### config.mk
export PLATFORM = sky130hd
export DESIGN_NAME = rv16_fu_issue_flat
export DESIGN_NICKNAME = d
export VERILOG_FILES = /design/src/rtl/rv16_pkg.sv /design/src/rtl/rv16_fu_issue_if.sv /design/src/rtl/rv16_fu_busy_ctr.sv /design/src/rtl/rv16_fu_issue.sv /design/src/flat_wrapper.sv
export SDC_FILE = /design/constraint.sdc
export NUM_CORES = 1
export LEC_CHECK = 0
export ABC_AREA = 1
export CORE_MARGIN = 4
export CORE_UTILIZATION = 65
export CTS_CLUSTER_DIAMETER = 50
export DETAILED_ROUTE_END_ITERATION = 10
export DONT_BUFFER_PORTS = 1
export PLACE_DENSITY = 0.81
export SLEW_MARGIN = 25
export SYNTH_ARGS = -nofsm -noshare
export SYNTH_HDL_FRONTEND = slang
export SYNTH_SLANG_ARGS = --single-unit
### constraint.sdc
create_clock -name clk -period 3 [get_ports clk]
set_input_delay 0.3 -clock clk [delete_from_list [all_inputs] [get_ports clk]]
set_output_delay 0.3 -clock clk [all_outputs]
set_load 0.01 [all_outputs]
### src/rtl/rv16_pkg.sv
// Shared opcode encoding and field widths for the rv16 issue stage and its FU demuxes.
package rv16_pkg;
   localparam int OPC_W = 4;
   localparam int RD_W  = 3;

   typedef enum logic [OPC_W-1:0] {
      OP_ADD = 4'd0,
      OP_SUB = 4'd1,
      OP_MUL = 4'd2,
      OP_DIV = 4'd3,
      OP_XOR = 4'd4,
      OP_AND = 4'd5,
      OP_OR  = 4'd6,
      OP_NOP = 4'hF
   } opcode_e;

   function automatic logic is_legal_op(input logic [OPC_W-1:0] op);
      return op <= OP_OR;
   endfunction
endpackage

### src/rtl/rv16_fu_issue_if.sv
// Decode-to-issue handshake plus issue outputs toward the rs1/rs2 FU demuxes.
interface rv16_fu_issue_if import rv16_pkg::*; #(parameter int DATA = 4) ();
   logic             flush;
   logic             dec_valid;
   logic             dec_ready;
   logic [OPC_W-1:0] dec_opcode;
   logic [DATA-1:0]  dec_rs1;
   logic [DATA-1:0]  dec_rs2;
   logic [RD_W-1:0]  dec_rd;
   logic             iss_fire;
   logic [OPC_W-1:0] iss_opcode;
   logic [DATA-1:0]  iss_rs1;
   logic [DATA-1:0]  iss_rs2;
   logic [RD_W-1:0]  iss_rd;
   logic             mul_busy;
   logic             div_busy;
   logic             illegal_op;

   modport master (
      output flush, dec_valid, dec_opcode, dec_rs1, dec_rs2, dec_rd,
      input  dec_ready, iss_fire, iss_opcode, iss_rs1, iss_rs2, iss_rd,
      input  mul_busy, div_busy, illegal_op
   );

   modport slave (
      input  flush, dec_valid, dec_opcode, dec_rs1, dec_rs2, dec_rd,
      output dec_ready, iss_fire, iss_opcode, iss_rs1, iss_rs2, iss_rd,
      output mul_busy, div_busy, illegal_op
   );
endinterface

### src/rtl/rv16_fu_busy_ctr.sv
// Busy window of one multi-cycle FU: reloads to LAT-1 on start, counts down to 0.
// A start at cycle t lets the next start happen at t+LAT at the earliest.
module rv16_fu_busy_ctr #(
   parameter int LAT = 3
) (
   input  logic clk,
   input  logic rst,
   input  logic start,
   output logic busy
);
   localparam int CW = $clog2(LAT + 1);

   logic [CW-1:0] r_cnt;

   always_ff @(posedge clk or posedge rst) begin
      if (rst) begin
         r_cnt <= '0;
      end else if (start) begin
         r_cnt <= CW'(LAT - 1);
      end else if (r_cnt != '0) begin
         r_cnt <= r_cnt - CW'(1);
      end
   end

   assign busy = (r_cnt != '0);
endmodule

### src/rtl/rv16_fu_issue.sv
// Single-entry in-order issue stage: holds one decoded op, fires it for one cycle once its
// FU is free, and drives OP_NOP with zeroed operands on every other cycle.
module rv16_fu_issue import rv16_pkg::*; #(
   parameter int DATA    = 4,
   parameter int MUL_LAT = 3,
   parameter int DIV_LAT = 6
) (
   input logic             clk,
   input logic             rst,
   rv16_fu_issue_if.slave  bus
);
   logic             r_hv;
   logic [OPC_W-1:0] r_op;
   logic [DATA-1:0]  r_rs1;
   logic [DATA-1:0]  r_rs2;
   logic [RD_W-1:0]  r_rd;
   logic             r_illegal;

   logic w_mul_busy;
   logic w_div_busy;
   logic w_unit_free;
   logic w_fire;
   logic w_ready;
   logic w_accept;
   logic w_legal;

   always_comb begin
      w_unit_free = 1'b1;
      if (r_op == OP_MUL) w_unit_free = ~w_mul_busy;
      else if (r_op == OP_DIV) w_unit_free = ~w_div_busy;
   end

   assign w_fire   = r_hv & w_unit_free & ~bus.flush;
   assign w_ready  = ~bus.flush & (~r_hv | w_fire);
   assign w_accept = bus.dec_valid & w_ready;
   assign w_legal  = is_legal_op(bus.dec_opcode);

   // Illegal opcodes are consumed from decode but never enter the hold register.
   always_ff @(posedge clk or posedge rst) begin
      if (rst) begin
         r_hv      <= 1'b0;
         r_op      <= '0;
         r_rs1     <= '0;
         r_rs2     <= '0;
         r_rd      <= '0;
         r_illegal <= 1'b0;
      end else begin
         r_illegal <= w_accept & ~w_legal;
         if (bus.flush) begin
            r_hv <= 1'b0;
         end else if (w_accept) begin
            r_hv <= w_legal;
            if (w_legal) begin
               r_op  <= bus.dec_opcode;
               r_rs1 <= bus.dec_rs1;
               r_rs2 <= bus.dec_rs2;
               r_rd  <= bus.dec_rd;
            end
         end else if (w_fire) begin
            r_hv <= 1'b0;
         end
      end
   end

   rv16_fu_busy_ctr #(.LAT(MUL_LAT)) u_mul_ctr (
      .clk   (clk),
      .rst   (rst),
      .start (w_fire & (r_op == OP_MUL)),
      .busy  (w_mul_busy)
   );

   rv16_fu_busy_ctr #(.LAT(DIV_LAT)) u_div_ctr (
      .clk   (clk),
      .rst   (rst),
      .start (w_fire & (r_op == OP_DIV)),
      .busy  (w_div_busy)
   );

   assign bus.dec_ready  = w_ready;
   assign bus.iss_fire   = w_fire;
   assign bus.iss_opcode = w_fire ? r_op  : OP_NOP;
   assign bus.iss_rs1    = w_fire ? r_rs1 : '0;
   assign bus.iss_rs2    = w_fire ? r_rs2 : '0;
   assign bus.iss_rd     = w_fire ? r_rd  : '0;
   assign bus.mul_busy   = w_mul_busy;
   assign bus.div_busy   = w_div_busy;
   assign bus.illegal_op = r_illegal;
endmodule
### src/flat_wrapper.sv
// flat-port wrapper written by rule: the top's interface ports become plain ports
module rv16_fu_issue_flat import rv16_pkg::*;
#(
   parameter int DATA    = 4,
   parameter int MUL_LAT = 3,
   parameter int DIV_LAT = 6
)
  (clk, rst, bus_flush, bus_dec_valid, bus_dec_opcode, bus_dec_rs1, bus_dec_rs2, bus_dec_rd, bus_dec_ready, bus_iss_fire, bus_iss_opcode, bus_iss_rs1, bus_iss_rs2, bus_iss_rd, bus_mul_busy, bus_div_busy, bus_illegal_op);
  rv16_fu_issue_if #(.DATA(DATA)) bus_i ();
  input logic clk;
  input logic rst;
  input wire logic [$bits(bus_i.flush)-1:0] bus_flush;
  input wire logic [$bits(bus_i.dec_valid)-1:0] bus_dec_valid;
  input wire logic [$bits(bus_i.dec_opcode)-1:0] bus_dec_opcode;
  input wire logic [$bits(bus_i.dec_rs1)-1:0] bus_dec_rs1;
  input wire logic [$bits(bus_i.dec_rs2)-1:0] bus_dec_rs2;
  input wire logic [$bits(bus_i.dec_rd)-1:0] bus_dec_rd;
  output wire logic [$bits(bus_i.dec_ready)-1:0] bus_dec_ready;
  output wire logic [$bits(bus_i.iss_fire)-1:0] bus_iss_fire;
  output wire logic [$bits(bus_i.iss_opcode)-1:0] bus_iss_opcode;
  output wire logic [$bits(bus_i.iss_rs1)-1:0] bus_iss_rs1;
  output wire logic [$bits(bus_i.iss_rs2)-1:0] bus_iss_rs2;
  output wire logic [$bits(bus_i.iss_rd)-1:0] bus_iss_rd;
  output wire logic [$bits(bus_i.mul_busy)-1:0] bus_mul_busy;
  output wire logic [$bits(bus_i.div_busy)-1:0] bus_div_busy;
  output wire logic [$bits(bus_i.illegal_op)-1:0] bus_illegal_op;
  assign bus_i.flush = bus_flush;
  assign bus_i.dec_valid = bus_dec_valid;
  assign bus_i.dec_opcode = bus_dec_opcode;
  assign bus_i.dec_rs1 = bus_dec_rs1;
  assign bus_i.dec_rs2 = bus_dec_rs2;
  assign bus_i.dec_rd = bus_dec_rd;
  assign bus_dec_ready = bus_i.dec_ready;
  assign bus_iss_fire = bus_i.iss_fire;
  assign bus_iss_opcode = bus_i.iss_opcode;
  assign bus_iss_rs1 = bus_i.iss_rs1;
  assign bus_iss_rs2 = bus_i.iss_rs2;
  assign bus_iss_rd = bus_i.iss_rd;
  assign bus_mul_busy = bus_i.mul_busy;
  assign bus_div_busy = bus_i.div_busy;
  assign bus_illegal_op = bus_i.illegal_op;
  rv16_fu_issue #(.DATA(DATA), .MUL_LAT(MUL_LAT), .DIV_LAT(DIV_LAT)) u_core (.clk(clk), .rst(rst), .bus(bus_i));
endmodule
==> metrics.txt, run 1 <==
nets=170; combinational fraction of design power=around 33%; post-synthesis sequential area ratio=between 40% and 50%; overall routed net length=~2.4 mm; crit path max fanout=15; dominant synthesized flop cell=dfrtp_1; post-synthesis mux area share=0%; nature of the critical path startpoint=flip-flop; Inserted Diodes=0; Synth Area in Simple Gates=around 33%; first-pass GRT wire length=approximately 4.3 mm; hold crit path type=in2async; Achievable Freq=about 0.41 GHz; RSZ-0062 raised after global routing=false; via count=slightly above 900; Die X=50.3 µm; H-tree Lvls=1; Post-synth ARST share=100%; Internal=0.551 mW; final antenna-violating net count=0; Routed WL per cell=between 10 and 15 µm; clock power share=approximately a fifth; Vias per Instance=5.40; CORE AREA=roughly 1700 µm²; Synth Cell Area=1160 µm²; floorplan row count=15; Flop pwr share=between 40% and 50%; endpoints failing hold=0; endpoints failing setup=0; total power=0.871 mW; largest net degree at the start of global routing=23; syn_area_per_cell=7.80 µm²; slowest stage delay, CP=0.42 ns; Area growth syn-to-layout=2.80%; cells after synthesis=approximately 150; Placed Area=approximately 1200 µm²; CTS tree=done; Static Leak=between 0.6 and 0.7 nW; Hold-fix buffers, CTS=0; largest family of logic cells by synthesized area=simple AND/OR/NAND/NOR gates; # Post-CTS Setup Buffers=0; peak supply drop=about 450 µV; Critical Path RT=around 2.7 ns; die height=between 50 and 60 µm; Top Usage Layer GRT=met2; detailed-route DRC error count=0; actual slew at the worst max-slew pin=roughly 0.8 ns; Rel. slew slack=a little under half; Overall Global Routing Usage=between 20% and 30%; Post-synth EDFFs=0; CTS max path bufs=2; die area=approximately 2500 µm²; post-CTS sizing=0; Critical Path, Cell by Cell=inv_1 -> ha_1 -> nand2_2 -> nand3_1 -> nand3_1 -> inv_1 -> nand2_1; Starting Density=between 60% and 70%; post-synthesis net count=171; status=complete, no violations; share of layout cells above drive strength 1=~7.5%; Tcrit/Tclk final=between 80 and 90%; number of max-slew violations in the final report=0; DP HPWL=1.73 mm; skew final=about 0.0015 ns; CTS Buf Count=3; final instance area=around 1200 µm²; Psw=~0.32 mW; clk_lat worst skew=~0.32 ns; Fin Hold WS=between 0.004 and 0.005 ns; gr ovfl total=0; Yosys reg bits=22; routability cong.=between 0.7 and 0.8; Sw Ratio=between 30% and 40%; met2 Track Usage GR=approximately 37%; CP max-delay cell=nand3_1; data arrival time of the worst path=around 2.1 ns; Crit path max-delay family=simple AND/OR/NAND/NOR gates; grt met3 use=under 10%; Cell variety after synth=21; adder-cell area share of the yosys netlist=3.23%; 1st-iter DRT viols=19; root buf cell=clkbuf_4; M1 GR Usage=27.9%; CTS Sinks=22; DRT Pass-1 Iters=4; Synth Area in XOR/XNOR=less than 1%; Final min period=~2.4 ns; max cap viols=0; critical path class=reg2out; Compound-Gate Fraction of Synth Area=roughly 4.1%; Worst Path Buf+Inv=2; clk slew on worst S/H paths=0.11 ns; Yosys Warn Count=0; io pins=39; vias in the first global route=approximately 980; antenna violations before repair=0; CP endpoint kind=output pin; port bufs=0; Setup TNS=0 ns; power density over cell area=around 730 nW/µm²; fill count=approximately 140
-- power by group through the flow --
stage / clock, mW / combinational (mW) / sequential (mW)
after global placement: 0 / 0.265 / 0.420
after CTS: 0.168 / 0.292 / 0.419
after global routing: 0.182 / 0.340 / 0.433
after detailed placement: 0 / 0.289 / 0.426
after floorplan: 0 / 0.243 / 0.414
final: 0.164 / 0.286 / 0.420
-- sequential cells by signal, indices dropped and copies added (netlist names) --
name	cells
u_core.r_rd	3
u_core.u_div_ctr.r_cnt	3
u_core.r_op	4
u_core.u_mul_ctr.r_cnt	2
u_core.r_rs1	4
u_core.r_hv	1
u_core.r_rs2	4
u_core.bus.illegal_op	1
-- cells in the final DEF (no fill, tap or decap), drive strengths merged --
master,n
o211ai,1
inv,28
dfrtp,22
or2,2
a21oi,1
nand2,43
xnor2,1
nand4,14
nor3,1
o21ai,3
ha,3
nor2,15
a31o,1
clkbuf,4
nand3,8
-- cell usage after synthesis, types with 2 or more instances --
master     n  area, µm²
nand2_1   42        158
nor2_1    15       56.3
ha_1       3       37.5
clkbuf_1   3       11.3
nand3_1    7       35.0
dfrtp_1   22        551
or2_2      2       12.5
o21ai_0    3       15.0
nand4_1   14       87.6
inv_1     27        101
-- final cells by class --
type	instances	area, µm²	share of cell area (%)
sequential	22	551	46.1
multi-input combinational	93	472	39.5
inverter	28	105	8.80
clock buffer	4	36.3	3.04
tap	25	31.3	2.62
-- final timing paths --
kind / startpoint / end / slack (ns) / cells after the start
max reg2reg: u_core.u_div_ctr.r_cnt[0]$_DFFE_PP0P_ / u_core.u_div_ctr.r_cnt[1]$_DFFE_PP0P_ / 0.94 / 9
min: rst / u_core.r_rs1[3]$_DFFE_PP0P_ / 0.005 / 1
min in group clk: bus_flush / u_core.r_hv$_DFFE_PP0P_ / 0.07 / 1
min reg2reg: u_core.r_rs2[2]$_DFFE_PP0P_ / u_core.r_rs2[2]$_DFFE_PP0P_ / 0.48 / 2
max in group asynchronous: rst / u_core.u_mul_ctr.r_cnt[1]$_DFFE_PP0P_ / 2.50 / 1
max: u_core.u_div_ctr.r_cnt[0]$_DFFE_PP0P_ / bus_iss_opcode[0] / 0.57 / 7
-- cells by family after synthesis --
group / count (synthesis)
buffers and inverters: 34
flip-flops: 22
XOR/XNOR: 1
adder cells (fa/ha/maj): 3
AND/OR/NAND/NOR: 83
AO/OA/AOI/OAI: 6
-- routing by layer --
metal  part of all wire (%)  up-vias  wire length (µm)
li1                       -      458                 -
met1                     41      427               975
met2                     50       38              1170
met3                    6.9        6               163
met4                    2.2        0                51
met5                      0        -                 0
-- worst register-to-register path, delay by kind of cell, from the launching register on --
family | cells | cell delay (ns)
buf+inv | 3 | 0.48
simple gates | 5 | 0.91
flops | 1 | 0.40
fa+ha+maj | 1 | 0.17
-- stage by stage --
stage                     setup WS [ns]  util [%]  instances
final                             0.573      70.0        172
after global placement             1.01      67.8        168
after CTS                         0.569      70.0        172
after detailed placement          0.928      67.8        168
after global routing              0.294      70.0        172
after floorplan                    1.37         -        149
Power figures use the tool's default switching activity.
==> inputs of run 2 (changes only) <==
Settings changed: CORE_UTILIZATION 65 to 61, PLACE_DENSITY 0.81 to 0.77.
Clock period 3 ns to 2.28 ns, I/O delays scaled along.
==> metrics.txt, run 2 (synthesis gave the netlist of run 1 again) <==
Tcrit/Tclk final=between 80% and 90%; CTS Buf Count=3; floorplan row count=15; power density over cell area=a little over 900 nW/µm²; root buf cell=clkbuf_4; register-to-register setup slack=~0.54 ns; fin cells=between 150 and 200; actual slew at the worst max-slew pin=~0.80 ns; Setup TNS=0 ns; combinational fraction of design power=between 30% and 40%; Achievable Freq=0.492 GHz; CTS tree=done; # Post-CTS Setup Buffers=0; Routed WL per cell=between 10 and 15 µm; Critical Path RT=around 2.1 ns; Starting Density=65.9%; H-tree Lvls=1; Worst Path Buf+Inv=2; Sw Ratio=35.7%; 1st-iter DRT viols=8; Inserted Diodes=0; data arrival time of the worst path=1.81 ns; placed cell count=170; overall routed net length=2.31 mm; final antenna-violating net count=0; Final min period=slightly above 2 ns; die height=about 52 µm; RSZ-0062 raised after global routing=false; Rel. slew slack=~47%; nets=approximately 170; largest net degree at the start of global routing=23; CP endpoint kind=output pin; gr ovfl total=0; Static Leak=0.672 nW; port bufs=0; detailed-route DRC error count=0; DRT Pass-1 Iters=4; top flop regs=u_core.r_op (4), u_core.r_rs1 (4), u_core.r_rs2 (4); die area=about 2700 µm²; DP HPWL=about 1.7 mm; Internal=0.729 mW; final instance area=about 1200 µm²; hold crit path type=in2reg; commonest cells after routing, fill and taps aside=nand2_1, inv_1, dfrtp_1, nor2_1, nand4_1; first-pass GRT wire length=3.99 mm; crit path max fanout=8; antenna violations before repair=0; clock power share=18.5%; endpoints failing setup=0; endpoints failing hold=0; Psw=between 0.4 and 0.5 mW; Die X=51.7 µm; vias in the first global route=about 930; clk slew on worst S/H paths=0.11 ns; status=complete, no violations; peak supply drop=596 µV; CORE AREA=roughly 1800 µm²; clk_lat worst skew=0.30 ns; io pins=39; Crit path max-delay family=simple AND/OR/NAND/NOR gates; Vias per Instance=about 5.3; skew final=0.00131 ns; Critical Path, Cell by Cell=inv_1 -> ha_1 -> nand2_2 -> nand3_1 -> nand3_2 -> buf_4 -> nor2_1; via count=~920; Area growth syn-to-layout=5.38%; CTS Sinks=22; slowest stage delay, CP=approximately 0.4 ns; Flop pwr share=about half; routability cong.=around 0.72; Overall Global Routing Usage=20.0%; most common cell after layout, fill and taps aside=nand2_1; share of layout cells above drive strength 1=9.33%; Placed Area=1170 µm²; CP max-delay cell=dfrtp_1; nature of the critical path startpoint=flip-flop; max cap viols=0; CTS max path bufs=2; critical path class=reg2out; number of max-slew violations in the final report=0
## run 2: changes by cell type in the layout (fill, tap and decap cells not counted)
cell | previous run | this run
buf_4 | 0 | 2
dlygate4sd3_1 | 0 | 1
nand3_1 | 7 | 6
nand3_2 | 0 | 1
## run 2: repair_timing
action | CTS | global route
hold endpoints to repair | 22 | 0
hold buffers | 1 | 0
gates resized for setup | 0 | 1
setup endpoints to repair | 0 | 4
## run 2: metal layers
metal	vias up	GRT usage, %	share of wire (%)
met1	425	24.2	44
met4	0	10.0	1.8
li1	464	-	-
met5	-	0	0
met2	30	32.6	48
met3	4	5.44	5.9
## run 2: worst reg2reg max path, stage by stage (launching register included)
cell and delay, ns:
dfrtp_1 0.40, inv_1 0.10, ha_1 0.17, nand2_2 0.10, nand3_1 0.14, nand2_1 0.11
a21oi_4 0.23, buf_4 0.24, nand4_1 0.11, nand2_1 0.09
## run 2: layout make-up
cell class | instances | area [µm²]
sequential | 22 | 551
timing repair buffer | 3 | 25.0
multi-input combinational | 93 | 477
tap | 25 | 31.3
fill | 174 | 539
clock buffer | 4 | 36.3
inverter | 28 | 105
## run 2: stage by stage
| step | setup slack (ns) | hold slack, ns | power, mW | util [%] |
|---|---|---|---|---|
| after CTS | 0.170 | 0.0115 | 1.14 | 69.1 |
| after global placement | 0.610 | 0.308 | 0.910 | 66.5 |
| after floorplan | 0.708 | 0.217 | 0.864 | - |
| after detailed placement | 0.522 | 0.312 | 0.932 | 66.5 |
| after global routing | 0.0895 | 0.00301 | 1.24 | 69.4 |
| final | 0.246 | 0.0129 | 1.13 | 69.4 |
## run 2: final timing paths
kind | from | to | depth (start not counted)
max | u_core.u_div_ctr.r_cnt[0]$_DFFE_PP0P_ | bus_iss_rd[1] | 7
min | bus_flush | u_core.r_hv$_DFFE_PP0P_ | 1
max reg2reg | u_core.u_div_ctr.r_cnt[0]$_DFFE_PP0P_ | u_core.r_rs2[3]$_DFFE_PP0P_ | 9
min reg2reg | u_core.r_rd[1]$_DFFE_PP0P_ | u_core.r_rd[1]$_DFFE_PP0P_ | 2
max in group asynchronous | rst | u_core.r_rs2[3]$_DFFE_PP0P_ | 2
min in group asynchronous | rst | u_core.u_mul_ctr.r_cnt[0]$_DFFE_PP0P_ | 2
## run 2: power by group through the flow
stage               clock, mW  sequential [mW]  combinational [mW]
floorplan                   0            0.545               0.319
global placement            0            0.554               0.356
detailed placement          0            0.560               0.373
CTS                     0.214            0.552               0.379
global route            0.234            0.565               0.441
finish                  0.209            0.552               0.373
==> inputs of run 3 (changes only) <==
Settings changed: SLEW_MARGIN 25 to 20.
==> results of run 3 <==
No change in the layout: final DEF, timing and power equal those of run 2.
